<file path="config.mk">
export PLATFORM = sky130hd
export DESIGN_NAME = cache_line_bridge
export DESIGN_NICKNAME = d
export VERILOG_FILES = /design/src/rtl/cache_bridge_pkg.sv /design/src/rtl/cache_line_bridge_line_buffer.sv /design/src/rtl/cache_line_bridge.sv
export SDC_FILE = /design/constraint.sdc
export NUM_CORES = 1
export LEC_CHECK = 0
export CAP_MARGIN = 20
export CORE_MARGIN = 2
export CORE_UTILIZATION = 57
export CTS_CLUSTER_DIAMETER = 60
export DETAILED_ROUTE_END_ITERATION = 8
export HOLD_SLACK_MARGIN = 0.06
export PLACE_DENSITY = 0.86
export RECOVER_POWER = 50
export SYNTH_ARGS = -nofsm -noshare
export SYNTH_HDL_FRONTEND = slang
export SYNTH_SLANG_ARGS = --single-unit
</file>
<file path="constraint.sdc">
create_clock -name clk -period 6.99 [get_ports clk]
set_clock_uncertainty 0.05 [all_clocks]
set_input_delay 1.398 -clock clk [delete_from_list [all_inputs] [get_ports clk]]
set_output_delay 1.398 -clock clk [all_outputs]
set_load 0.02 [all_outputs]
</file>
<file path="src/rtl/cache_bridge_pkg.sv">
// Purpose: shared state encoding and fixed AXI attributes for the cache line bridge.
// Latency: n/a (types and constants only).
// Backpressure: n/a.
package cache_bridge_pkg;

  typedef enum logic [2:0] {
    IDLE,
    COLLECT,
    AW,
    W,
    B,
    AR,
    R,
    DONE
  } state_t;

  localparam logic [1:0] AXI_RESP_OKAY  = 2'b00;
  localparam logic [2:0] AXI_SIZE_64    = 3'b011;
  localparam logic [1:0] AXI_BURST_INCR = 2'b01;

endpackage

</file>
<file path="src/rtl/cache_line_bridge_line_buffer.sv">
// Purpose: LINE_BEATS x 64 line storage, one write port, two combinational read ports.
// Latency: write lands at the next clk edge; reads are combinational.
// Backpressure: none; the caller arbitrates the single write port.
module line_buffer #(
  parameter int LINE_BEATS = 8,
  parameter int IDX_W      = $clog2(LINE_BEATS)
) (
  input  logic             clk,
  input  logic             we,
  input  logic [IDX_W-1:0] widx,
  input  logic [63:0]      wdata,
  input  logic [IDX_W-1:0] ridx_a,
  output logic [63:0]      rdata_a,
  input  logic [IDX_W-1:0] ridx_b,
  output logic [63:0]      rdata_b
);

  logic [63:0] mem [LINE_BEATS];

  // Line contents are deliberately not reset; a line is always fully rewritten before use.
  always_ff @(posedge clk) begin
    if (we) mem[widx] <= wdata;
  end

  assign rdata_a = mem[ridx_a];
  assign rdata_b = mem[ridx_b];

endmodule

</file>
<file path="src/rtl/cache_line_bridge.sv">
// Purpose: turns one cache line request into one AXI4 INCR burst (refill or write-back); optional CACHE_LINE_BRIDGE_TIMEOUT_EN adds a 16-bit bus watchdog.
// Latency: refill AR accept -> axi_done LINE_BEATS+1 cycles; write-back last cache beat -> axi_done LINE_BEATS+3 cycles (zero-wait memory).
// Backpressure: one transaction outstanding; valids are registered state decodes and hold until their handshake.
module cache_line_bridge
  import cache_bridge_pkg::*;
#(
  parameter int LINE_BEATS = 8,
  parameter int IDX_W      = $clog2(LINE_BEATS)
) (
  input  logic             clk,
  input  logic             rst,
  input  logic             axi_req,
  input  logic             axi_rw,
  input  logic [63:0]      axi_req_addr,
  input  logic             axi_fifo_wen,
  input  logic [63:0]      axi_fifo_data_i,
  input  logic [IDX_W-1:0] axi_fifo_ridx,
  input  logic             axi_fifo_done,
  output logic [63:0]      axi_data_o,
  output logic             axi_done,
  output logic             bus_err,
  output logic             m_awvalid,
  input  logic             m_awready,
  output logic [63:0]      m_awaddr,
  output logic [7:0]       m_awlen,
  output logic             m_wvalid,
  input  logic             m_wready,
  output logic [63:0]      m_wdata,
  output logic [7:0]       m_wstrb,
  output logic             m_wlast,
  input  logic             m_bvalid,
  output logic             m_bready,
  input  logic [1:0]       m_bresp,
  output logic             m_arvalid,
  input  logic             m_arready,
  output logic [63:0]      m_araddr,
  output logic [7:0]       m_arlen,
  input  logic             m_rvalid,
  output logic             m_rready,
  input  logic [63:0]      m_rdata,
  input  logic [1:0]       m_rresp,
  input  logic             m_rlast
);

  localparam int               OFF_W     = IDX_W + 3;
  localparam logic [IDX_W-1:0] LAST_BEAT = IDX_W'(LINE_BEATS - 1);
  localparam logic [IDX_W:0]   FULL      = (IDX_W+1)'(LINE_BEATS);
  localparam logic [IDX_W:0]   FULL_M1   = (IDX_W+1)'(LINE_BEATS - 1);
  localparam logic [63:0]      LINE_MASK = ~((64'd1 << OFF_W) - 64'd1);

  state_t           state, state_nxt;
  logic [IDX_W:0]   wptr;
  logic [IDX_W-1:0] beat;
  logic [63:0]      addr_q;
  logic             cache_wr;
  logic             r_hs;
  logic             r_last;
  logic             tmo_hit;

  assign cache_wr = (state == IDLE || state == COLLECT) && axi_fifo_wen && (wptr < FULL);
  assign r_hs     = (state == R) && m_rvalid;
  assign r_last   = r_hs && (m_rlast || beat == LAST_BEAT);

  assign m_awaddr = addr_q;
  assign m_araddr = addr_q;
  assign m_awlen  = 8'(LINE_BEATS - 1);
  assign m_arlen  = 8'(LINE_BEATS - 1);
  assign m_wstrb  = 8'hFF;
  assign m_wlast  = (state == W) && (beat == LAST_BEAT);

  line_buffer #(.LINE_BEATS(LINE_BEATS), .IDX_W(IDX_W)) u_buf (
    .clk     (clk),
    .we      (cache_wr | r_hs),
    .widx    (r_hs ? beat : wptr[IDX_W-1:0]),
    .wdata   (r_hs ? m_rdata : axi_fifo_data_i),
    .ridx_a  (axi_fifo_ridx),
    .rdata_a (axi_data_o),
    .ridx_b  (beat),
    .rdata_b (m_wdata)
  );

`ifdef CACHE_LINE_BRIDGE_TIMEOUT_EN
  logic [15:0] tmo_cnt;
  logic        bus_active;
  logic        bus_hs;

  assign bus_active = state inside {AW, W, B, AR, R};
  assign bus_hs     = (state == AW && m_awready) || (state == W && m_wready) ||
                      (state == B && m_bvalid)   || (state == AR && m_arready) || r_hs;
  assign tmo_hit    = bus_active && !bus_hs && (tmo_cnt == 16'hFFFF);

  // Watchdog: counts idle bus cycles, restarts on any handshake or outside bus states.
  always_ff @(posedge clk) begin
    if (!rst) tmo_cnt <= '0;
    else if (!bus_active || bus_hs || tmo_hit) tmo_cnt <= '0;
    else tmo_cnt <= tmo_cnt + 16'd1;
  end
`else
  assign tmo_hit = 1'b0;
`endif

  // State register plus pointers, latched address and sticky error.
  always_ff @(posedge clk) begin
    if (!rst) begin
      state   <= IDLE;
      wptr    <= '0;
      beat    <= '0;
      addr_q  <= '0;
      bus_err <= 1'b0;
    end else begin
      state <= state_nxt;
      if (state == IDLE && axi_req) addr_q <= axi_req_addr & LINE_MASK;
      if (cache_wr) wptr <= wptr + (IDX_W+1)'(1);
      if ((state == W && m_wready) || r_hs) beat <= beat + IDX_W'(1);
      if (tmo_hit) bus_err <= 1'b1;
      if (state == B && m_bvalid && m_bresp != AXI_RESP_OKAY) bus_err <= 1'b1;
      if (r_hs && (m_rresp != AXI_RESP_OKAY || (m_rlast && beat != LAST_BEAT))) bus_err <= 1'b1;
      if (state == DONE && axi_fifo_done) begin
        bus_err <= 1'b0;
        wptr    <= '0;
        beat    <= '0;
      end
    end
  end

  // Next state and state-decoded handshake outputs; no ready feeds any valid.
  always_comb begin
    state_nxt = state;
    m_awvalid = 1'b0;
    m_wvalid  = 1'b0;
    m_bready  = 1'b0;
    m_arvalid = 1'b0;
    m_rready  = 1'b0;
    axi_done  = 1'b0;
    unique case (state)
      IDLE:    if (axi_req) state_nxt = axi_rw ? COLLECT : AR;
      // Look one beat ahead so AW issues right after the final cache beat lands.
      COLLECT: if (wptr == FULL || (cache_wr && wptr == FULL_M1)) state_nxt = AW;
      AW: begin
        m_awvalid = 1'b1;
        if (m_awready) state_nxt = W;
      end
      W: begin
        m_wvalid = 1'b1;
        if (m_wready && beat == LAST_BEAT) state_nxt = B;
      end
      B: begin
        m_bready = 1'b1;
        if (m_bvalid) state_nxt = DONE;
      end
      AR: begin
        m_arvalid = 1'b1;
        if (m_arready) state_nxt = R;
      end
      R: begin
        m_rready = 1'b1;
        if (r_last) state_nxt = DONE;
      end
      DONE: begin
        axi_done = 1'b1;
        if (axi_fifo_done) state_nxt = IDLE;
      end
      default: state_nxt = IDLE;
    endcase
    if (tmo_hit) state_nxt = DONE;
  end

endmodule

</file>
==> run metrics, run 1 <==
Slew Limit Fails=63; maximum clock frequency=0.189 GHz; GPL Wtd Cong=0.820; critical path's slowest cell=clkbuf_8; HPWL after detailed placement=43.4 mm; critical path required time=5.54 ns; DR pass1 iterations=5; antenna-violating nets left=0; PortBufs=456; PD cells=292 nW/um2; Pleak=11.5 nW; hold buffers post-CTS=0; VDD IR-drop max=0.000203 V; Num CTS Buffers=57; Post CTS Setup Buffer Count=0; cts repair resizes=0; average size of a mapped cell=16.7 um2; Remaining DRCs=0; Layout Nets=2229; Async S/R FF share, synth=0%; fin crit share=75.7%; Critical Path Source Type=input pin; final hold vios=0; RSZ-0062 raised after global routing=false; vias in the first global route=17600; antenna fix cells=0; Setup violations, final=0; first-pass GRT wire length=106 mm; hold crit path type=reg2reg; dpl ws=1.69 ns; I/O pins=499; main area contributors after synthesis=edfxtp_1 56%, mux4_2 21%, mux2_2 5.3%; post-synth top area cell=edfxtp_1; GR Overflow Total=0; Clock Pin Slew Worst Setup and Hold Paths=0.06 ns; Via density=6.25; number of synthesized register bits=584; Die W=223 um; initial antenna violation count=1; routed len/inst=26.8 um; Cell Chain, Critical Path=clkbuf_8 -> buf_4 -> mux4_2 -> mux2_2 -> clkdlybuf4s50_1; worst hold slack=0.423 ns; slew margin rel.=-54.3%; CTS sink count=584; top post-synthesis cells by count=512 x edfxtp_1, 317 x nand2_1, 256 x mux4_2, 129 x mux2_2, 94 x buf_4; Area growth syn-to-layout=24.0%; met1 GRT Util=35.3%; area of the mapped netlist=27400 um2; status=finished, violations left; met2 Use GR=50.9%; crit-path max cell delay=0.55 ns; Die Ht=223 um; share of cells above drive strength 1=25.3%; violations in the final reports=capacitance limit, slew limit; worst skew pair latency=0.60 ns; Synth cell types=41; CTS tree=done; CTS Root Cell=clkbuf_16; total routed wirelength=71.6 mm; Yosys warnings=0; setup TNS=0 ns; most common cell in the netlist=edfxtp_1; Max-Cap Viols=1; H-tree Lvls=2; Synth top area share=56.1%; CP Data Arrival Time=3.84 ns; Setup Crit Path Kind=in2out; Crit. End Element=output pin; Worst-Margin Slew=2.31 ns; met3 usage=5.07%; Primary FF master, synth=edfxtp_1; Synth Instances=1637; site row count=80; Initial Util=57.6%; Max clock buf depth=3; Seq/Total Area, Yosys=61.4%; First DRT Iteration DRCs=1454; vias=16700; Final min period=5.29 ns; core region area=47500 um2; GR peak layer=met2; GRT Total Usage=28.7%; EDFF count, synth=512; Critical Path Fanout Max=55; pin count of the biggest net entering global routing=75; post-route worst setup slack=1.70 ns; die area=49800 um2
[placed cells by master (no fill, tap or decap), types with 3 or more instances in the layout]
cell type          n
edfxtp_1         512
clkdlybuf4s50_1  335
nand2_1          317
mux4_2           256
mux2_2           129
dlygate4sd3_1    117
dfxtp_1           69
a21boi_0          59
clkbuf_16         57
conb_1            36
buf_4             24
nor2_1            14
clkbuf_1          14
clkinv_1           9
nor2_4             8
clkinv_2           8
buf_12             8
inv_1              6
a31oi_1            6
a21oi_1            6
bufinv_16          6
clkbuf_8           6
nor3_1             4
ha_1               4
nor3b_1            3
nand3_1            3
o21ai_0            3
xnor2_1            3
dfxtp_4            3
inv_6              3
clkinvlp_4         3
[per-stage QoR]
stage	instance area, um2	instances	util (%)	total power [W]
6_report	34000	2675	71.4	0.00993
5_1_grt	34000	2675	71.4	0.0103
4_1_cts	34000	2675	71.4	0.0100
3_5_place_dp	32100	2570	67.5	0.00696
3_3_place_gp	32100	2569	67.5	0.00688
2_1_floorplan	27500	1671	-	0.00592
[final timing paths]
kind | start | end | slack, ns | depth (start not counted)
max reg2reg | state[2] | u_buf.mem[1][0] | 2.78 | 6
max | axi_fifo_ridx[0] | axi_data_o[13] | 1.70 | 5
min reg2reg | bus_err | bus_err | 0.42 | 2
min | bus_err | bus_err | 0.42 | 2
[registers in the layout (all words and copies together), names as in the netlist, named ones only]
register and count:
beat 3, wptr 4, state 3, m_araddr 58
bus_err 1, u_buf.mem 512
[report_power, final]
group / internal [W] / switching, W / total [W]
Combinational: 0.00114 / 0.00134 / 0.00248
Sequential: 0.00417 / 0.000209 / 0.00438
Clock: 0.00177 / 0.00129 / 0.00307
[logic make-up after synthesis]
family	share of synthesized area, %
XOR/XNOR	0.0960
AO/OA/AOI/OAI	2.24
flip-flops	61.4
multiplexers	26.4
adder cells (fa/ha/maj)	0.183
buffers and inverters	4.34
AND/OR/NAND/NOR	5.35
other	0.0274
[critical path: cells and delay by family]
family,cells,cell delay [ns]
muxes,2,0.84
buffers and inverters,3,1.50
[metal layers]
layer | up-vias | share of wire, %
met4 | 0 | 3.4
met2 | 931 | 53
met5 | - | 0
met3 | 160 | 7.9
li1 | 7057 | -
met1 | 8562 | 36
[area by class of cell]
type / instances / area (um2)
clock inverter: 30 / 312
sequential: 584 / 16800
clock buffer: 75 / 1540
fill: 2787 / 13600
multi-input combinational: 877 / 9590
tap: 615 / 769
timing repair buffer: 488 / 4900
inverter: 6 / 22.5
No activity file was read; power rests on OpenSTA's default activity.
==> inputs of run 2 (changes only) <==
Settings changed: CORE_UTILIZATION 57 to 48, PLACE_DENSITY 0.86 to 0.77.
Clock period 6.99 ns to 4.7 ns, I/O delays scaled along.
==> run 2 against run 1 <==
  * The run still ends with capacitance limit, slew limit left
  * Clock power up 53%
  * Sequential power up 48%
  * Global-route usage down 5.4 points
  * Worst hold slack better by 0.0096 ns
  * Combinational power up 49%
  * Final area up 1.1%
  * Worst setup slack worse by 1.2 ns
  * Register-to-register slack worse by 1.9 ns
  * Non-clock buffer count up 9
  * Routed wire length down 3.5%
  * Utilization down 11 points
  * Power up 50%
  * Critical endpoint is now m_wdata[25]
==> run metrics, run 2 (synthesized netlist as in run 1, its figures left out) <==
initial antenna violation count=1; most frequent cells in the layout=512 x edfxtp_1, 334 x clkdlybuf4s50_1, 317 x nand2_1; Final min period=4.15 ns; CTS Root Cell=clkbuf_16; CP Data Arrival Time=3.16 ns; H-tree Lvls=2; HPWL after detailed placement=43.0 mm; Setup Crit Path Kind=reg2out; die area=59000 um2; fin crit share=88.3%; setup TNS=0 ns; first-pass GRT wire length=103 mm; commonest non-fill, non-tap cell in the layout=edfxtp_1; antenna-violating nets left=0; First DRT Iteration DRCs=1186; Cell Chain, Critical Path=buf_12 -> mux4_2 -> mux2_2 -> clkdlybuf4s50_1; Crit. End Element=output pin; Critical Path Source Type=flip-flop; Remaining DRCs=0; share of cells above drive strength 1=25.7%; hold buffers post-CTS=0; crit-path max cell delay=0.71 ns; Initial Util=48.6%; Layout Nets=2238; pin count of the biggest net entering global routing=75; Num CTS Buffers=57; vias in the first global route=17300; Max-Cap Viols=3; Pleak=11.6 nW; Slew Limit Fails=151; RSZ-0062 raised after global routing=false; Post CTS Setup Buffer Count=0; hold crit path type=reg2reg; Die W=243 um; Design Area, Final=34300 um2; maximum clock frequency=0.241 GHz; worst skew pair latency=0.61 ns; violations in the final reports=capacitance limit, slew limit; GRT Total Usage=23.3%; CTS tree=done; Clock Pin Slew Worst Setup and Hold Paths=0.06 ns; I/O pins=499; Worst-Margin Slew=2.62 ns; vias=16300; critical path required time=3.71 ns; Critical Path Fanout Max=42; slew margin rel.=-74.7%; delay-heaviest family, CP=buffers and inverters; site row count=87; PortBufs=456; Most flops, register=u_buf.mem; DP Area=32400 um2; PD cells=433 nW/um2; GPL Wtd Cong=0.782; routed len/inst=24.4 um; Setup violations, final=0; worst path buffer plus inverter count=2; total routed wirelength=69.0 mm; CTS sink count=584; Via density=5.77; max reg flops=512; DR pass1 iterations=5; Area growth syn-to-layout=25.3%; Die Ht=243 um; Max clock buf depth=3; cts repair resizes=0; status=finished, violations left; critical path's slowest cell=dfxtp_4; core region area=56400 um2; GR Overflow Total=0; VDD IR-drop max=0.000306 V; final hold vios=0; antenna fix cells=0
-- run 2: power breakdown --
part           internal (W)  total [W]  switching [W]
Sequential          0.00620    0.00647       0.000278
Clock               0.00276    0.00470        0.00194
Combinational       0.00171    0.00369        0.00198
Total                0.0107     0.0149        0.00419
-- run 2: final timing paths --
path	end	startpoint	cells past startpoint	slack (ns)
max	m_wdata[25]	flip-flop	4	0.55
min reg2reg	m_araddr[40]	m_araddr[40]	2	0.43
min	m_araddr[40]	m_araddr[40]	2	0.43
max reg2reg	u_buf.mem[5][0]	state[2]	5	0.88
-- run 2: area by class of cell --
class,count,area (um2)
repair buffers,497,4990
well taps,756,946
clock buffers,75,1610
clock inverters,33,349
flip-flops and latches,584,16800
inverters,6,22.5
fillers,4132,22100
multi-input cells,877,9570
-- run 2: tightest hold or removal path, cell delays in order (launching register included) --
cell and delay [ns]:
dfxtp_1 0.31, nand2_1 0.05, a21boi_0 0.07
-- run 2: layer usage --
metal / up-vias / GRT usage [%] / part of all wire [%]
met5: - / 0 / 0.016
met4: 2 / 6.04 / 2.0
met3: 86 / 3.12 / 6.2
met2: 655 / 42.6 / 54
met1: 8508 / 29.2 / 38
li1: 7070 / - / -
-- run 2: per-stage QoR --
stage                     hold slack (ns)  utilization [%]  cells  power [W]  worst slack (ns)
after global placement              0.412             57.5   2720     0.0103             0.590
after floorplan                     0.458                -   1671    0.00881           -0.0634
after detailed placement            0.421             57.5   2720     0.0104             0.592
after CTS                           0.431             61.0   2828     0.0151             0.440
after global routing                0.450             60.9   2828     0.0154             0.368
final                               0.433             60.9   2828     0.0149             0.549
